File: src/rtl/amstrad_mem_pkg.sv
// Shared types and default widths for the Amstrad memory arbiter slice.
package amstrad_mem_pkg;
    localparam int MEM_AW_DEF = 23;
    localparam int MEM_DW     = 8;

    // Requester encoding doubles as the bit index of the one-hot grant vector.
    typedef enum logic [1:0] {
        REQ_VID = 2'd0,
        REQ_CPU = 2'd1,
        REQ_LD  = 2'd2
    } req_e;

    typedef enum logic {
        ST_IDLE = 1'b0,
        ST_BUSY = 1'b1
    } state_e;
endpackage

File: src/rtl/mem_arb_prio.sv
// Combinational winner select: video > CPU > loader, with a starved loader jumping ahead of the CPU.
module mem_arb_prio
    import amstrad_mem_pkg::*;
(
    input  logic       vid_pend,
    input  logic       cpu_pend,
    input  logic       ld_pend,
    input  logic       starve,
    output logic [2:0] grant
);
    always_comb begin
        grant = '0;
        if (vid_pend)
            grant[REQ_VID] = 1'b1;
        else if (ld_pend && starve)
            grant[REQ_LD] = 1'b1;
        else if (cpu_pend)
            grant[REQ_CPU] = 1'b1;
        else if (ld_pend)
            grant[REQ_LD] = 1'b1;
    end
endmodule

File: src/rtl/mem_arbiter.sv
// Three-port single-outstanding memory arbiter (video, CPU, loader).
// Loader port and starvation promotion are built only when MEM_ARB_LOADER_EN is defined.
module mem_arbiter
    import amstrad_mem_pkg::*;
#(
    parameter int AW         = MEM_AW_DEF,
    parameter int STARVE_MAX = 8
) (
    input  logic              CLK,
    input  logic              reset,
    input  logic              vid_req,
    input  logic [AW-1:0]     vid_addr,
    output logic              vid_ack,
    output logic [MEM_DW-1:0] vid_dout,
    input  logic              cpu_req,
    input  logic              cpu_we,
    input  logic [AW-1:0]     cpu_addr,
    input  logic [MEM_DW-1:0] cpu_din,
    output logic              cpu_ack,
    output logic [MEM_DW-1:0] cpu_dout,
    input  logic              ld_req,
    input  logic [AW-1:0]     ld_addr,
    input  logic [MEM_DW-1:0] ld_din,
    output logic              ld_ack,
    output logic              mem_req,
    output logic              mem_we,
    output logic [AW-1:0]     mem_addr,
    output logic [MEM_DW-1:0] mem_din,
    input  logic [MEM_DW-1:0] mem_dout,
    input  logic              mem_ready
);
    state_e            state, state_nxt;
    req_e              owner;
    logic              vid_pend, cpu_pend, ld_pend, starve;
    logic [AW-1:0]     vid_addr_q, cpu_addr_q, ld_addr_q;
    logic [MEM_DW-1:0] cpu_din_q, ld_din_q;
    logic              cpu_we_q;
    logic [2:0]        grant;
    logic              any_pend, grant_en, complete;

    assign any_pend = vid_pend | cpu_pend | ld_pend;
    assign grant_en = (state == ST_IDLE) && any_pend;
    assign complete = (state == ST_BUSY) && mem_ready;

    mem_arb_prio u_prio (
        .vid_pend (vid_pend),
        .cpu_pend (cpu_pend),
        .ld_pend  (ld_pend),
        .starve   (starve),
        .grant    (grant)
    );

    always_ff @(posedge CLK) begin
        if (reset) state <= ST_IDLE;
        else       state <= state_nxt;
    end

    always_comb begin
        state_nxt = state;
        case (state)
            ST_IDLE: if (any_pend)  state_nxt = ST_BUSY;
            ST_BUSY: if (mem_ready) state_nxt = ST_IDLE;
            default: state_nxt = ST_IDLE;
        endcase
    end

    // A grant clears the flag; a pulse is only taken while the flag is clear.
    always_ff @(posedge CLK) begin
        if (reset) begin
            vid_pend   <= 1'b0;
            vid_addr_q <= '0;
        end else if (grant_en && grant[REQ_VID]) begin
            vid_pend <= 1'b0;
        end else if (vid_req && !vid_pend) begin
            vid_pend   <= 1'b1;
            vid_addr_q <= vid_addr;
        end
    end

    always_ff @(posedge CLK) begin
        if (reset) begin
            cpu_pend   <= 1'b0;
            cpu_we_q   <= 1'b0;
            cpu_addr_q <= '0;
            cpu_din_q  <= '0;
        end else if (grant_en && grant[REQ_CPU]) begin
            cpu_pend <= 1'b0;
        end else if (cpu_req && !cpu_pend) begin
            cpu_pend   <= 1'b1;
            cpu_we_q   <= cpu_we;
            cpu_addr_q <= cpu_addr;
            cpu_din_q  <= cpu_din;
        end
    end

    always_ff @(posedge CLK) begin
        if (reset) begin
            mem_req  <= 1'b0;
            mem_we   <= 1'b0;
            mem_addr <= '0;
            mem_din  <= '0;
            owner    <= REQ_VID;
        end else if (grant_en) begin
            mem_req <= 1'b1;
            if (grant[REQ_VID]) begin
                owner    <= REQ_VID;
                mem_addr <= vid_addr_q;
                mem_we   <= 1'b0;
                mem_din  <= '0;
            end else if (grant[REQ_CPU]) begin
                owner    <= REQ_CPU;
                mem_addr <= cpu_addr_q;
                mem_we   <= cpu_we_q;
                mem_din  <= cpu_din_q;
            end else begin
                owner    <= REQ_LD;
                mem_addr <= ld_addr_q;
                mem_we   <= 1'b1;
                mem_din  <= ld_din_q;
            end
        end else if (complete) begin
            mem_req <= 1'b0;
        end
    end

    always_ff @(posedge CLK) begin
        if (reset) begin
            vid_ack  <= 1'b0;
            cpu_ack  <= 1'b0;
            vid_dout <= '0;
            cpu_dout <= '0;
        end else begin
            vid_ack <= complete && (owner == REQ_VID);
            cpu_ack <= complete && (owner == REQ_CPU);
            if (complete && owner == REQ_VID)
                vid_dout <= mem_dout;
            if (complete && owner == REQ_CPU && !mem_we)
                cpu_dout <= mem_dout;
        end
    end

`ifdef MEM_ARB_LOADER_EN
    localparam int SW = $clog2(STARVE_MAX + 1);
    logic [SW-1:0] starve_cnt;

    assign starve = (starve_cnt >= SW'(STARVE_MAX));

    always_ff @(posedge CLK) begin
        if (reset) begin
            ld_pend   <= 1'b0;
            ld_addr_q <= '0;
            ld_din_q  <= '0;
        end else if (grant_en && grant[REQ_LD]) begin
            ld_pend <= 1'b0;
        end else if (ld_req && !ld_pend) begin
            ld_pend   <= 1'b1;
            ld_addr_q <= ld_addr;
            ld_din_q  <= ld_din;
        end
    end

    // Count grants that overtook a waiting loader; saturates so the promotion sticks.
    always_ff @(posedge CLK) begin
        if (reset)
            starve_cnt <= '0;
        else if (grant_en && grant[REQ_LD])
            starve_cnt <= '0;
        else if (grant_en && ld_pend && !starve)
            starve_cnt <= starve_cnt + 1'b1;
    end

    always_ff @(posedge CLK) begin
        if (reset) ld_ack <= 1'b0;
        else       ld_ack <= complete && (owner == REQ_LD);
    end
`else
    logic unused_ld;
    assign unused_ld = ^{ld_req, ld_addr, ld_din, STARVE_MAX[0]};
    assign ld_pend   = 1'b0;
    assign ld_addr_q = '0;
    assign ld_din_q  = '0;
    assign starve    = 1'b0;
    assign ld_ack    = 1'b0;
`endif
endmodule
File: config.mk
export PLATFORM = sky130hd
export DESIGN_NAME = mem_arbiter
export DESIGN_NICKNAME = d
export VERILOG_FILES = /design/src/rtl/amstrad_mem_pkg.sv /design/src/rtl/mem_arb_prio.sv /design/src/rtl/mem_arbiter.sv
export SDC_FILE = /design/constraint.sdc
export NUM_CORES = 1
export LEC_CHECK = 0
export ABC_CLOCK_PERIOD_IN_PS = 1140
export BUFFER_PORTS_ARGS = -buffer_cell sky130_fd_sc_hd__buf_2
export CORE_MARGIN = 1.5
export CORE_UTILIZATION = 45
export DETAILED_ROUTE_END_ITERATION = 8
export HOLD_SLACK_MARGIN = 0.03
export PLACE_DENSITY = 0.84
export SLEW_MARGIN = 20
export SYNTH_ARGS = -nofsm -noshare
export SYNTH_HDL_FRONTEND = slang
export SYNTH_SLANG_ARGS = --single-unit
File: constraint.sdc
create_clock -name CLK -period 1.14 [get_ports CLK]
set_input_delay 0.342 -clock CLK [delete_from_list [all_inputs] [get_ports CLK]]
set_output_delay 0.342 -clock CLK [all_outputs]
set_load 0.02 [all_outputs]
==> qor.yml <==
timing:
  slew_violations: 0
  hold_viol: 0
  max_freq_mhz: 767
  setup-tns-final_ps: -8180
  final-setup-viol-count: 140
  whs_ps: 199
  setup_slack_ps: -163
  fin_crit_sh: 1.14
  fin_skew_ps: 13.9
  min_period_ps: 1300
  rsz0062_at_grt: "true"
power_and_ir_drop:
  combPwrFrac: 0.258
  p_clk_frac: 0.264
  swShare: 0.303
  p_switching_mw: 2.75
  seqPwrFrac: 0.478
  p_int_mw: 6.34
  ir_worst_vdd_mv: 0.607
  power.density_nw_per_um2: 1320
  p_leak_nw: 2.78
synthesis:
  async_flop_share: 0
  yosysSeqAreaShare: 0.509
  yosysWarnings: 0
  synth_nets: 607
  syn_area_per_cell_um2: 8.62
  synthFlopType: "dfxtp_1"
  synth_edf_count: 0
  yosysUniqueCellTypes: 33
  ys_ff_latch: 111
  syn_area_um2: 4370
  syn_inst: 507
critical_path:
  slowest_stage: "dfxtp_4"
  critPathKind: "flop to flop"
  cp_top_family: "buffers and inverters"
  crit_fanout: 10
  end_kind: "flop"
  worstPathArrival_ps: 1600
  cpMostUsedCell: "buf_6"
  slowest_delay_ps: 380
  critPathRequiredTime_ps: 1430
  crit_buf_inv: 3
  cp_cell_sequence: "buf_8 -> buf_6 -> o21bai_4 -> buf_6 -> nand2_1 -> a21oi_1"
  crit_path_start_kind: "flop"
floorplanning:
  rows: 35
  core_area_um2: 9330
  die_y_um: 102
  ios: 152
  die-area_um2: 10300
  die_x_um: 102
  initial_core_util: 0.468
cts:
  path_clk_slew_ps: 110
  htreeDepth: 3
  clk_latency_ps: 370
  numCtsBuffers: 9
  holdBufCountCts: 0
  cts_sinks: 111
  cts_tree: "yes"
  clockBufferDepth: 2
  ctsRootBufferMaster: "clkbuf_8"
layout:
  drive_gt1_frac: 0.610
  area_growth_pct: 57.8
  final_cell_count_no_fill: 808
  final_util: 0.739
  final_nets: 774
  diodes: 0
  fill_cells: 602
global_route:
  first_global_vias: 4131
  overflow: 0
  grtUsageTotal: 0.240
  grt_max_degree: 41
  grt_pass1_wl_um: 19500
  antenna_found_initial: 0
routing:
  wirelength_um: 14600
  drtAntennaViolNets: 0
  drt_iter0_drc: 296
  routedWlPerCell_um: 18.1
  vias: 4416
  viasPerCell: 5.47
  dr.pass1.iters: 5
  drc: 0
placement:
  pre_cts_ws_ps: -141
  gp_congestion: 0.817
  placed_cells: 740
  port_buffers: 118
  dpl.hpwl_um: 7680
status:
  violations: "setup timing"
  outcome: "finished with violations"
hold_path:
  hp-class: "input pin to flop"
job:
  cap_violations: 0
## kinds of logic (layout without fill, tap and decap cells)
group / after synthesis / after routing / synth area share
DFF: 111 / 111 / 0.509
AOI/OAI and AO/OA: 126 / 126 / 0.185
muxes: 8 / 8 / 0.0183
and+or+nand+nor: 215 / 215 / 0.230
buffers and inverters: 46 / 218 / 0.0573
other: 1 / 1 / 0.000858
## synth_stat cells (all sizes together) (8+ instances only)
master	instances	area share
dfxtp	111	0.51
nand2	139	0.12
buf	27	0.041
mux2i	8	0.018
nand2b	20	0.029
or3b	13	0.026
a211oi	25	0.064
o21ai	14	0.016
a21oi	75	0.086
nand3	9	0.010
clkbuf	17	0.015
o22ai	10	0.014
nor2	25	0.027
## layout make-up
cell class	instances	area (µm²)	area share
Clock inverter	4	36.3	0.00526
Sequential cell	111	2300	0.334
Tap cell	129	161	0.0234
Inverter	2	11.3	0.00163
Timing Repair Buffer	200	1890	0.274
Clock buffer	12	165	0.0239
Multi-Input combinational cell	350	2330	0.338
## cell usage in the layout, fill, tap and decap left out, types with 17 or more instances in the layout
cell type,n
a211oi_2,21
nand2_2,17
a21oi_1,40
buf_2,66
a21oi_2,35
buf_4,44
dfxtp_1,55
nor2_2,18
buf_6,68
nand2_1,122
dfxtp_2,52
## final timing paths
kind / slack (ps) / end / cells after the start / from
min: 200 / cpu_addr_q[17] / 3 / cpu_addr[17]
min reg2reg: 460 / vid_addr_q[1] / 2 / vid_addr_q[1]
max reg2reg: -160 / owner[0] / 6 / cpu_pend
max: -160 / owner[0] / 6 / cpu_pend
## per-layer routing
metal	vias to the layer above	GRT usage	part of all wire
met3	47	0.0269	0.048
met1	2155	0.270	0.39
li1	2024	-	-
met4	0	0.121	0.037
met5	-	0	0
met2	190	0.447	0.52
## timing repair
| action | in CTS | in global routing |
|---|---|---|
| setup buffers | 30 | 13 |
| endpoints found under the setup margin | 157 | 152 |
| pin swaps | 4 | 8 |
| gates resized for setup | 181 | 88 |
| cloned | 1 | 8 |
## worst reg2reg max path: cells and delay by family, from the launching register on
kind | cells | cell delay [ps]
AO/OA/AOI/OAI | 2 | 360
buffers and inverters | 3 | 420
flip-flops | 1 | 380
AND/OR/NAND/NOR | 1 | 70
## state kept, by name (all words and copies together), names as in the netlist, 2 cells and up
name        cells
cpu_addr_q     23
mem_addr       23
vid_addr_q     23
cpu_din_q       8
cpu_dout        8
mem_din         8
vid_dout        8
owner           2
## power by group through the flow
| stage | Sequential [mW] | Clock, mW | Combinational (mW) |
|---|---|---|---|
| after floorplan | 4.49 | 0 | 0.920 |
| after global placement | 4.37 | 0 | 1.52 |
| after detailed placement | 4.39 | 0 | 1.56 |
| after CTS | 4.31 | 2.39 | 1.94 |
| after global routing | 4.36 | 2.59 | 2.47 |
| final | 4.35 | 2.40 | 2.34 |
## through the flow
stage | power, mW | cell area (µm²)
after CTS | 8.65 | 6290
after floorplan | 5.41 | 4520
after detailed placement | 5.95 | 5360
final | 9.09 | 6900
after global placement | 5.89 | 5360
after global routing | 9.43 | 6900
(Power assumes the default switching activity.)
